File: src/rtl/hazard_ctrl.sv
// Hazard scheduler for the 5-stage MIPS pipeline: scoreboard-based stall/forward control plus mult/div busy sequencing.
// Optional stall-cycle performance counter enabled by defining HAZ_PERF_CNT_EN.
module hazard_ctrl #(
    parameter int MULT_CYCLES = 5,
    parameter int DIV_CYCLES  = 10,
    parameter int CNT_W       = 4
) (
    input  logic        clk,
    input  logic        reset,
    input  logic [31:0] Instr_D,
    input  logic [5:0]  Tuse_D,
    input  logic [2:0]  Tnew_D,
    input  logic [4:0]  WR_D,
    input  logic        RFWr_D,
    input  logic        MDStart_D,
    input  logic        MDIsDiv_D,
    input  logic        MDUse_D,
    output logic        Stall_O,
    output logic        ClrE_O,
    output logic        ForwardRs_D_O,
    output logic        ForwardRt_D_O,
    output logic        MDBusy_O,
    output logic [31:0] StallCnt_O
);

    function automatic logic [2:0] dec_sat0(input logic [2:0] t);
        return (t == 3'd0) ? 3'd0 : t - 3'd1;
    endfunction

    logic [4:0]       wr_e, wr_m, wr_w;
    logic [2:0]       tnew_e, tnew_m, tnew_w;
    logic             start_e, div_e;
    logic [CNT_W-1:0] md_cnt;

    logic [4:0] rs, rt;
    logic [2:0] tuse_rs, tuse_rt;
    logic       haz_rs, haz_rt, md_busy, stall;

    assign rs      = Instr_D[25:21];
    assign rt      = Instr_D[20:16];
    assign tuse_rs = Tuse_D[5:3];
    assign tuse_rt = Tuse_D[2:0];

    // Tuse = 7 can never be exceeded by a 3-bit Tnew, so "not used" needs no special case.
    assign haz_rs = (rs != 5'd0) &&
                    (((rs == wr_e) && (tnew_e > tuse_rs)) ||
                     ((rs == wr_m) && (tnew_m > tuse_rs)));
    assign haz_rt = (rt != 5'd0) &&
                    (((rt == wr_e) && (tnew_e > tuse_rt)) ||
                     ((rt == wr_m) && (tnew_m > tuse_rt)));

    assign md_busy = (md_cnt != '0) | start_e;
    assign stall   = haz_rs | haz_rt | (MDUse_D & md_busy);

    assign Stall_O  = stall;
    assign ClrE_O   = stall;
    assign MDBusy_O = md_busy;

    // A younger producer in E shadows M, so forwarding from M is suppressed on an E match.
    assign ForwardRs_D_O = (rs != 5'd0) && (rs == wr_m) && (tnew_m == 3'd0) && (rs != wr_e);
    assign ForwardRt_D_O = (rt != 5'd0) && (rt == wr_m) && (tnew_m == 3'd0) && (rt != wr_e);

    // Scoreboard advance: E takes the D instruction or a bubble, M and W always shift.
    always_ff @(posedge clk or posedge reset) begin
        if (reset) begin
            wr_e    <= '0;
            tnew_e  <= '0;
            start_e <= 1'b0;
            div_e   <= 1'b0;
            wr_m    <= '0;
            tnew_m  <= '0;
            wr_w    <= '0;
            tnew_w  <= '0;
        end else begin
            if (stall) begin
                wr_e    <= '0;
                tnew_e  <= '0;
                start_e <= 1'b0;
                div_e   <= 1'b0;
            end else begin
                wr_e    <= RFWr_D ? WR_D : 5'd0;
                tnew_e  <= Tnew_D;
                start_e <= MDStart_D;
                div_e   <= MDStart_D & MDIsDiv_D;
            end
            wr_m   <= wr_e;
            tnew_m <= dec_sat0(tnew_e);
            wr_w   <= wr_m;
            tnew_w <= dec_sat0(tnew_m);
        end
    end

    // Mult/div busy countdown; a new start always wins over the decrement.
    always_ff @(posedge clk or posedge reset) begin
        if (reset) begin
            md_cnt <= '0;
        end else if (start_e) begin
            md_cnt <= div_e ? CNT_W'(DIV_CYCLES) : CNT_W'(MULT_CYCLES);
        end else if (md_cnt != '0) begin
            md_cnt <= md_cnt - CNT_W'(1);
        end
    end

`ifdef HAZ_PERF_CNT_EN
    logic [31:0] stall_cnt;

    always_ff @(posedge clk or posedge reset) begin
        if (reset) begin
            stall_cnt <= '0;
        end else if (stall) begin
            stall_cnt <= stall_cnt + 32'd1;
        end
    end

    assign StallCnt_O = stall_cnt;
`else
    assign StallCnt_O = 32'h0;
`endif

    // W is kept for pipeline bookkeeping only; write-through covers it.
    logic unused_bits;
    assign unused_bits = ^{Instr_D[31:26], Instr_D[15:0], wr_w, tnew_w};

endmodule

File: config.mk
export PLATFORM = sky130hd
export DESIGN_NAME = hazard_ctrl
export DESIGN_NICKNAME = d
export VERILOG_FILES = /design/src/rtl/hazard_ctrl.sv
export SDC_FILE = /design/constraint.sdc
export NUM_CORES = 1
export LEC_CHECK = 0
export CAP_MARGIN = 25
export CORE_AREA = 2 2 60 62
export DETAILED_ROUTE_END_ITERATION = 10
export DIE_AREA = 0 0 62 64
export DONT_BUFFER_PORTS = 1
export GPL_ROUTABILITY_DRIVEN = 0
export PLACE_DENSITY = 0.64
export SETUP_SLACK_MARGIN = 0.02
export SLEW_MARGIN = 20
export SYNTH_ARGS = -nofsm -noshare
export SYNTH_HDL_FRONTEND = slang
export SYNTH_SLANG_ARGS = --single-unit
File: constraint.sdc
create_clock -name clk -period 3.5 [get_ports clk]
set_input_delay 0.7 -clock clk [delete_from_list [all_inputs] [get_ports clk]]
set_output_delay 0.7 -clock clk [all_outputs]
set_load 0.05 [all_outputs]
Word level (Yosys, flattened, before mapping)
Cells that the tools add are included.
- flip-flop bits (word level): 22
- logic and storage cells: 53
- bits of input ports: 52
- output and inout bits: 37
- muxes and demuxes: 9
- order comparisons: 4
- reduce and logical (&&, ||, !) cells: 20
- add/sub/neg operators: 2
- bitwise operators: 5
- equality and inequality tests: 6
- operators by type and width (operator ; number):
    5-bit == test ; 4
    3-bit > comparator ; 4
    1-bit logical AND ; 12
    4-bit 2-to-1 mux ; 3
    5-bit 2-to-1 mux ; 2
    5-bit != test ; 2
    5-bit nonzero test ; 2
    3-bit zero test ; 2
    3-bit 2-to-1 mux ; 2
    4-bit nonzero test ; 1
    4-bit by 1-bit subtractor with 4-bit output, second input constant ; 1
    1-bit bitwise OR ; 3
    3-bit by 1-bit subtractor with 3-bit output, second input constant ; 1
    1-bit AND ; 2
    1-bit logical OR ; 2
    1-bit 2-to-1 mux ; 2
    2-bit nonzero test ; 1

Depth between registers and ports, before layout
Gate-level depths: netlist (run 1).
- word-level depth: 7
- mapped depth: 8
- depth with buffers taken out: 7

Worst setup path after synthesis (run 1)
Ideal clock, no wire load.
- path type: input -> output
- from: in Tuse_D[4]
- to: out Stall_O
- data required time: 2.800 ns
- setup slack: 0.188 ns
- arrival: 2.612 ns
- path buffers: 1
- stages on the path: 8
- cells stage by stage: inv_1 > ha_1 > nor2b_1 > o21a_1 > o211a_2 > a22o_1 > or3_1 > buf_4
- word-level cells in the longest chain between the ends: 6
- elaborated cells between the ends (all ways): 8
- those cells by class: 2 x order compare; 2 x bitwise; 4 x reduce/logical
- ends and longest elaborated chain (what ; RTL line ; RTL):
    start: declaration ; 11 ; input logic [5:0] Tuse_D,
    3-bit > comparator (on tied branches) ; 46, 47 ;
    1-bit logical AND (on tied branches) ; 46, 47 ;
    1-bit logical OR (*) ; 46 ; (((rs == wr_e) && (tnew_e > tuse_rs)) ||
    1-bit logical AND (*) ; 45 ; assign haz_rs = (rs != 5'd0) &&
    1-bit bitwise OR (*) (2 in series) ; 53 ; assign stall = haz_rs | haz_rt | (MDUse_D & md_busy);
    end: declaration ; 18 ; output logic Stall_O,
Mark *: on every way between the ends. The rest lies on a longest branch, timed or not.

Worst setup path in the final report (run 1)
- from: reg md_cnt[0]
- to: out Stall_O
- word-level cells in the longest chain between the ends: 4
- ends and longest elaborated chain (what ; RTL line ; RTL):
    start: declaration ; 33 ; logic [CNT_W-1:0] md_cnt;
    start signal: assignment ; 98 ; md_cnt <= div_e ? CNT_W'(DIV_CYCLES) : CNT_W'(MULT_CYCLES);
    start signal: assignment ; 100 ; md_cnt <= md_cnt - CNT_W'(1);
    4-bit nonzero test ; 52 ; assign md_busy = (md_cnt != '0) | start_e;
    1-bit bitwise OR ; 52 ;
    via MDBusy_O ; 22 ; output logic MDBusy_O,
    1-bit AND ; 53 ;
    1-bit bitwise OR ; 53 ;
The timed path passes the listed nets, and every way through them passes these cells.

==> results of run 1 <==
worst max-delay path, cell delays in order, from the launching register on:
cell     delay, ns
dfrtp_1       0.42
inv_1         0.09
ha_1          0.15
or4b_4        0.60
and2_4        0.27
or3_1         0.43
buf_12        0.19
area by class of cell:
cell class              instances  area share, %
repair buffers                  5           2.89
inverters                      12           2.60
clock buffers                   3           1.30
clock inverters                 1           1.73
flip-flops and latches         22           31.8
multi-input cells             138           56.4
well taps                      46           3.32
Yosys cell counts (4+ instances only):
cell type  number  area [um^2]
inv_1          12         45.0
nand3_1         6         30.0
nand2_1        12         45.0
o21a_1          5         37.5
nor3_1          9         45.0
nor2b_1         4         25.0
xor2_1         10         87.6
nor4b_2         4         60.1
o21ai_0         5         25.0
dfrtp_1        22          551
nor2_1          4         15.0
nor4_2          6         75.1
ha_1           16          200
xnor2_1        12          105
buf_4          33          248
per-layer routing:
metal	vias up	share of wire, %
met5	-	0
met4	0	1.0
li1	543	-
met2	54	44
met1	510	46
met3	4	8.6
worst paths after layout:
check | startpoint | end | slack, ns | cells after the start
min in group clk | wr_e[4]$_DFF_PP0_ | wr_m[4]$_DFF_PP0_ | 0.45 | 0
min reg2reg | wr_e[4]$_DFF_PP0_ | wr_m[4]$_DFF_PP0_ | 0.45 | 0
max | md_cnt[0]$_DFFE_PP0N_ | Stall_O | 0.35 | 6
min | reset | md_cnt[0]$_DFFE_PP0N_ | 0.42 | 1
max reg2reg | tnew_e[1]$_DFF_PP0_ | tnew_e[0]$_DFF_PP0_ | 1.42 | 7
max in group asynchronous | reset | wr_m[3]$_DFF_PP0_ | 2.60 | 1
through the flow:
| step | cell area [um^2] | setup WS [ns] | cells |
|---|---|---|---|
| after floorplan | 1850 | 0.188 | 209 |
| after global placement | 1680 | 0.398 | 223 |
| after detailed placement | 1680 | 0.377 | 223 |
| after CTS | 1730 | 0.334 | 227 |
| after global routing | 1730 | 0.254 | 227 |
| final | 1730 | 0.354 | 227 |
where the power goes:
part | internal (mW) | switching [mW] | leakage, nW | total (mW)
registers | 0.298 | 0.0390 | 0.285 | 0.337
clock network | 0.116 | 0.0703 | 0.0279 | 0.186
logic | 0.122 | 0.208 | 0.532 | 0.330
total | 0.535 | 0.317 | 0.844 | 0.853
state kept, by name (all words and copies together) (netlist names):
signal and count:
div_e 1, wr_e 5, tnew_m 3, wr_m 5, md_cnt 4, start_e 1, tnew_e 3
logic make-up after synthesis:
| logic type | after synthesis | share of synthesized area (%) |
|---|---|---|
| AOI/OAI and AO/OA | 17 | 6.65 |
| xor gates and xnor gates | 22 | 11.1 |
| adders and majority gates | 16 | 11.6 |
| buffers and inverters | 49 | 18.8 |
| DFF | 22 | 31.8 |
| other | 1 | 0.217 |
| and+or+nand+nor | 51 | 19.8 |
==> results.txt, run 1 <==
Met1 usage -> 21.0%
HP Class -> in -> async
Setup CP Type -> reg -> out
TritonCTS buffer count -> 3
Hold_ws -> 0.417 ns
Top FF cell, synth -> dfrtp_1
Yosys reg bits -> 22
Initial DRC count -> 50
Vias in the first global route -> 1,076
Share of cells above drive strength 1 -> 12.7%
Antenna Cells -> 0
Final setup violation count -> 0
Final setup TNS -> 0 ns
Post-CTS setup buffer count -> 0
DRC viols -> 0
Largest net degree at the start of global routing -> 23
Hold-fix buffers at CTS -> 0
Nets -> 250
CP Capture Type -> primary output
Most common cell after layout, fill and taps aside -> conb_1
Crit share post-route -> 89.9%
First-pass GRT wire length -> 4460 um
HPWL after detailed placement -> 2390 um
PnR Total Power -> 853 uW
Clock Tree Root -> clkbuf_4
Multi-input gate area -> 976 um^2
CTS tree -> built
WL final -> 2720 um
Die ar. -> 3970 um^2
Vias per inst -> 4.89
Overall routing resource usage -> 14.7%
Leak pwr -> 0.844 nW
First-pass DRT Iterations -> 5
Core area -> 3280 um^2
CP Max Fanout -> 11
F_max -> 318 MHz
Num rows -> 21
Fin. Hold Viols -> 0
Clk sinks -> 22
Area Overhead vs Synth -> 0.0722%
Final Core Density -> 52.7%
Pwr/cell area -> 492 nW/um^2
RSZ-0062 raised after global routing -> no
Total global routing overflow -> 0
Post-CTS Resized -> 0
Sequential area share after synthesis -> 31.8%
Fin. max-slew vios -> 0
Clk Latency, worst-skew pair -> 0.30 ns
Slew headroom -> 48.2%
Most frequent cells in the layout -> 32 x conb_1, 22 x dfrtp_1, 16 x ha_1
Max cap viols -> 0
Register area -> 551 um^2
Status -> finished clean
Die W -> 62 um
Ys Warns -> 0
Die Height -> 64 um
Post-synth EDFFs -> 0
Num ports -> 89
GRT busiest layer -> met2
Initial antenna violation count -> 0
Critical Path AT -> 2.45 ns
Avg Cell Area, Syn -> 9.72 um^2
Slew @ Worst Pin -> 0.777 ns
Post-Syn Instances -> 178
PortBufs -> 0
Final worst clock skew -> 0.00171 ns
Met2 Use GR -> 22.5%
Unique masters post-synth -> 28
Htree depth -> 1
Mapped cell area -> 1730 um^2
Routed length per instance -> 12.0 um
WP data required -> 2.80 ns
Fill cells -> 319
CTS clk-pin slew, worst paths -> 0.11 ns
Critical path launch point type -> register
ANT nets after route -> 0
Vias -> 1,111
Ys async rst share -> 100%
IR drop worst, VDD -> 281 uV
Fin crit period -> 3.15 ns
Initial core utilization -> 52.7%
Met3 GRT Util -> 2.02%
Clock tree buffer depth -> 2
Power figures use the tool's default switching activity.
==> run 2, diff against run 1 <==
--- a/config.mk
+++ b/config.mk
@@ -6,12 +6,11 @@
 export NUM_CORES = 1
 export LEC_CHECK = 0
 export CAP_MARGIN = 25
-export CORE_AREA = 2 2 60 62
+export CORE_AREA = 2 2 69 71
 export DETAILED_ROUTE_END_ITERATION = 10
-export DIE_AREA = 0 0 62 64
-export DONT_BUFFER_PORTS = 1
+export DIE_AREA = 0 0 71 73
 export GPL_ROUTABILITY_DRIVEN = 0
-export PLACE_DENSITY = 0.64
+export PLACE_DENSITY = 0.75
 export SETUP_SLACK_MARGIN = 0.02
 export SLEW_MARGIN = 20
 export SYNTH_ARGS = -nofsm -noshare
==> run 2 against run 1 <==
Register-to-register slack got worse by 0.29 ns. Highest routed layer unchanged. Combinational power is 18% higher. Non-clock buffer count increased by 34. Worst hold slack better by 0.027 ns. Power is 2.9% higher. Via count increased by 8.0%. Critical path type is now in -> out. Sequential cell count did not move. Worst setup slack worse by 0.27 ns. Fmax fell by 7.8%. Routed wire length grew 11%. Utilization fell by 6.1 points.
==> results.txt, run 2 (synthesized netlist as in run 1, its figures left out) <==
CP Capture Type -> primary output
Biggest regs -> wr_e x5, wr_m x5, md_cnt x4
Num ports -> 89 (unchanged)
Largest net degree at the start of global routing -> 23 (unchanged)
Fin. max-slew vios -> 0 (unchanged)
Clk sinks -> 22 (unchanged)
Slew headroom -> 47.5% (-0.70 points)
Multi-input gate area -> 995 um^2 (+1.9%)
PortBufs -> 34 (+34)
Total global routing overflow -> 0 (unchanged)
Leak pwr -> 0.986 nW (+17%)
Pwr/cell area -> 415 nW/um^2 (-16%)
DP Area -> 2040 um^2 (+21%)
Most frequent cells in the layout -> 32 x conb_1, 29 x clkdlybuf4s50_1, 22 x dfrtp_1
TritonCTS buffer count -> 3 (unchanged)
Vias per inst -> 4.48 (-8.5%)
Fin crit period -> 3.41 ns (+0.267 ns)
Setup CP Type -> in -> out
Die Height -> 73 um (+14%)
CTS tree -> built
CP Max Fanout -> 2 (-9)
Routed length per instance -> 11.2 um (-6.3%)
CTS clk-pin slew, worst paths -> 0.07 ns (-0.04 ns)
Overall routing resource usage -> 12.4% (-2.2 points)
Share of cells above drive strength 1 -> 13.6% (+0.84 points)
Final setup violation count -> 0 (unchanged)
ANT nets after route -> 0 (unchanged)
Status -> finished clean
Clock power share -> 17.2% (-4.6 points)
Register area -> 551 um^2 (unchanged)
Initial core utilization -> 38.2% (-15 points)
WL final -> 3000 um (+11%)
Initial antenna violation count -> 0 (unchanged)
Sw Pwr -> 337 uW (+6.1%)
Design area -> 2120 um^2 (+22%)
Slew @ Worst Pin -> 0.787 ns (+0.0105 ns)
Final worst clock skew -> 0.00416 ns (+0.00245 ns)
Critical Path AT -> 2.71 ns (+0.26 ns)
First-pass GRT wire length -> 5110 um (+14%)
F_max -> 293 MHz (-7.8%)
Htree depth -> 1 (unchanged)
Crit share post-route -> 97.5% (+7.6 points)
Gate power share -> 44.2% (+5.5 points)
Num rows -> 25 (+19%)
Fill cells -> 432 (+35%)
Switching Fraction -> 38.4% (+1.2 points)
IR drop worst, VDD -> 139 uV (-50%)
Clock Tree Root -> clkbuf_8
Max cap viols -> 0 (unchanged)
Initial DRC count -> 26 (-48%)
WP data required -> 2.80 ns (about the same)
DRC viols -> 0 (unchanged)
Die W -> 71 um (+15%)
Vias -> 1,200 (+8.0%)
R2R cell count -> 9 (+2)
Fin. Hold Viols -> 0 (unchanged)
Nets -> 284 (+14%)
Clock tree buffer depth -> 2 (unchanged)
WHS Path Cells -> 0
First-pass DRT Iterations -> 4 (-1)
Clk Latency, worst-skew pair -> 0.26 ns (-0.04 ns)
RSZ-0062 raised after global routing -> no
Seq pwr share -> 38.6% (-0.9 points)
HP Class -> reg -> reg
Area Overhead vs Synth -> 22.3%
Die ar. -> 5180 um^2 (+31%)
Core area -> 4540 um^2 (+38%)
HPWL after detailed placement -> 2530 um (+6.0%)
Final Core Density -> 46.6% (-6.1 points)
Hold_ws -> 0.444 ns (+0.0267 ns)
Most common cell after layout, fill and taps aside -> conb_1
Vias in the first global route -> 1,221 (+13%)
Antenna Cells -> 0 (unchanged)
Internal -> 541 uW (+1.0%)
Critical path launch point type -> input port
## run 2: changes by cell type in the layout (fill, tap and decap cells not counted), moves of 3 or more
cell             before  now
buf_12                1    4
clkbuf_4              3    0
clkdlybuf4s50_1       0   29
clkbuf_8              0    3
## run 2: metal layers
layer / track usage [%] / vias to the layer above / routed length (um) / share of wire [%]
li1: - / 603 / - / -
met1: 16.3 / 549 / 1410 / 47
met2: 20.7 / 44 / 1360 / 45
met3: 1.52 / 4 / 178 / 5.9
met4: 5.66 / 0 / 50 / 1.7
met5: 0 / - / 0 / 0
## run 2: final timing paths
| kind | startpoint | end | slack [ns] |
|---|---|---|---|
| worst max register to register | tnew_e[1]$_DFF_PP0_ | wr_e[4]$_DFF_PP0_ | 1.13 |
| worst max-delay path | Tuse_D[1] | ClrE_O | 0.09 |
| worst min register to register | wr_e[3]$_DFF_PP0_ | wr_m[3]$_DFF_PP0_ | 0.44 |
| worst min-delay path | wr_e[3]$_DFF_PP0_ | wr_m[3]$_DFF_PP0_ | 0.44 |
| min in group asynchronous | reset | md_cnt[0]$_DFFE_PP0N_ | 0.88 |
| max in group asynchronous | reset | tnew_m[2]$_DFF_PP0_ | 2.12 |
## run 2: metrics by stage
stage | setup WS (ns) | power, mW | TNS [ns] | std cells
after CTS | 0.0425 | 0.882 | 0 | 267
after global placement | -0.124 | 0.712 | -0.247 | 263
after detailed placement | -0.146 | 0.728 | -0.292 | 263
after floorplan | 0.188 | 0.656 | 0 | 209
after global routing | 0.0256 | 0.940 | 0 | 268
final | 0.0874 | 0.878 | 0 | 268
## run 2: timing repair
action,in CTS,in global routing
setup buffers,1,1
resized for setup,4,2
endpoints found under the setup margin,2,2
pin swaps,6,2
hold buffers,0,0
## run 2: worst max-delay path, cell delays in order
cell and delay [ns]:
clkdlybuf4s50_1 0.47, inv_2 0.06, ha_4 0.20, nor2b_1 0.12
o21a_1 0.16, o211a_1 0.21, a22o_1 0.21, or3_4 0.41
buf_12 0.16
## run 2: area by class of cell
class	instances	area share [%]
timing repair buffer	39	19.7
multi-input combinational	138	47.0
inverter	12	2.13
tap	54	3.19
sequential	22	26.0
clock buffer	3	1.95
## run 2: power by group through the flow
stage | logic, mW | registers, mW | clock network [mW]
floorplan | 0.325 | 0.332 | 0
CTS | 0.389 | 0.340 | 0.153
global route | 0.430 | 0.344 | 0.166
finish | 0.388 | 0.339 | 0.151
global placement | 0.371 | 0.341 | 0
detailed placement | 0.384 | 0.344 | 0
==> run 3, diff against run 2 <==
--- a/config.mk
+++ b/config.mk
@@ -12,7 +12,6 @@
 export GPL_ROUTABILITY_DRIVEN = 0
 export PLACE_DENSITY = 0.75
 export SETUP_SLACK_MARGIN = 0.02
-export SLEW_MARGIN = 20
 export SYNTH_ARGS = -nofsm -noshare
 export SYNTH_HDL_FRONTEND = slang
 export SYNTH_SLANG_ARGS = --single-unit
==> results of run 3 <==
Same layout as run 2: the final DEF is identical, and so are final timing and power.
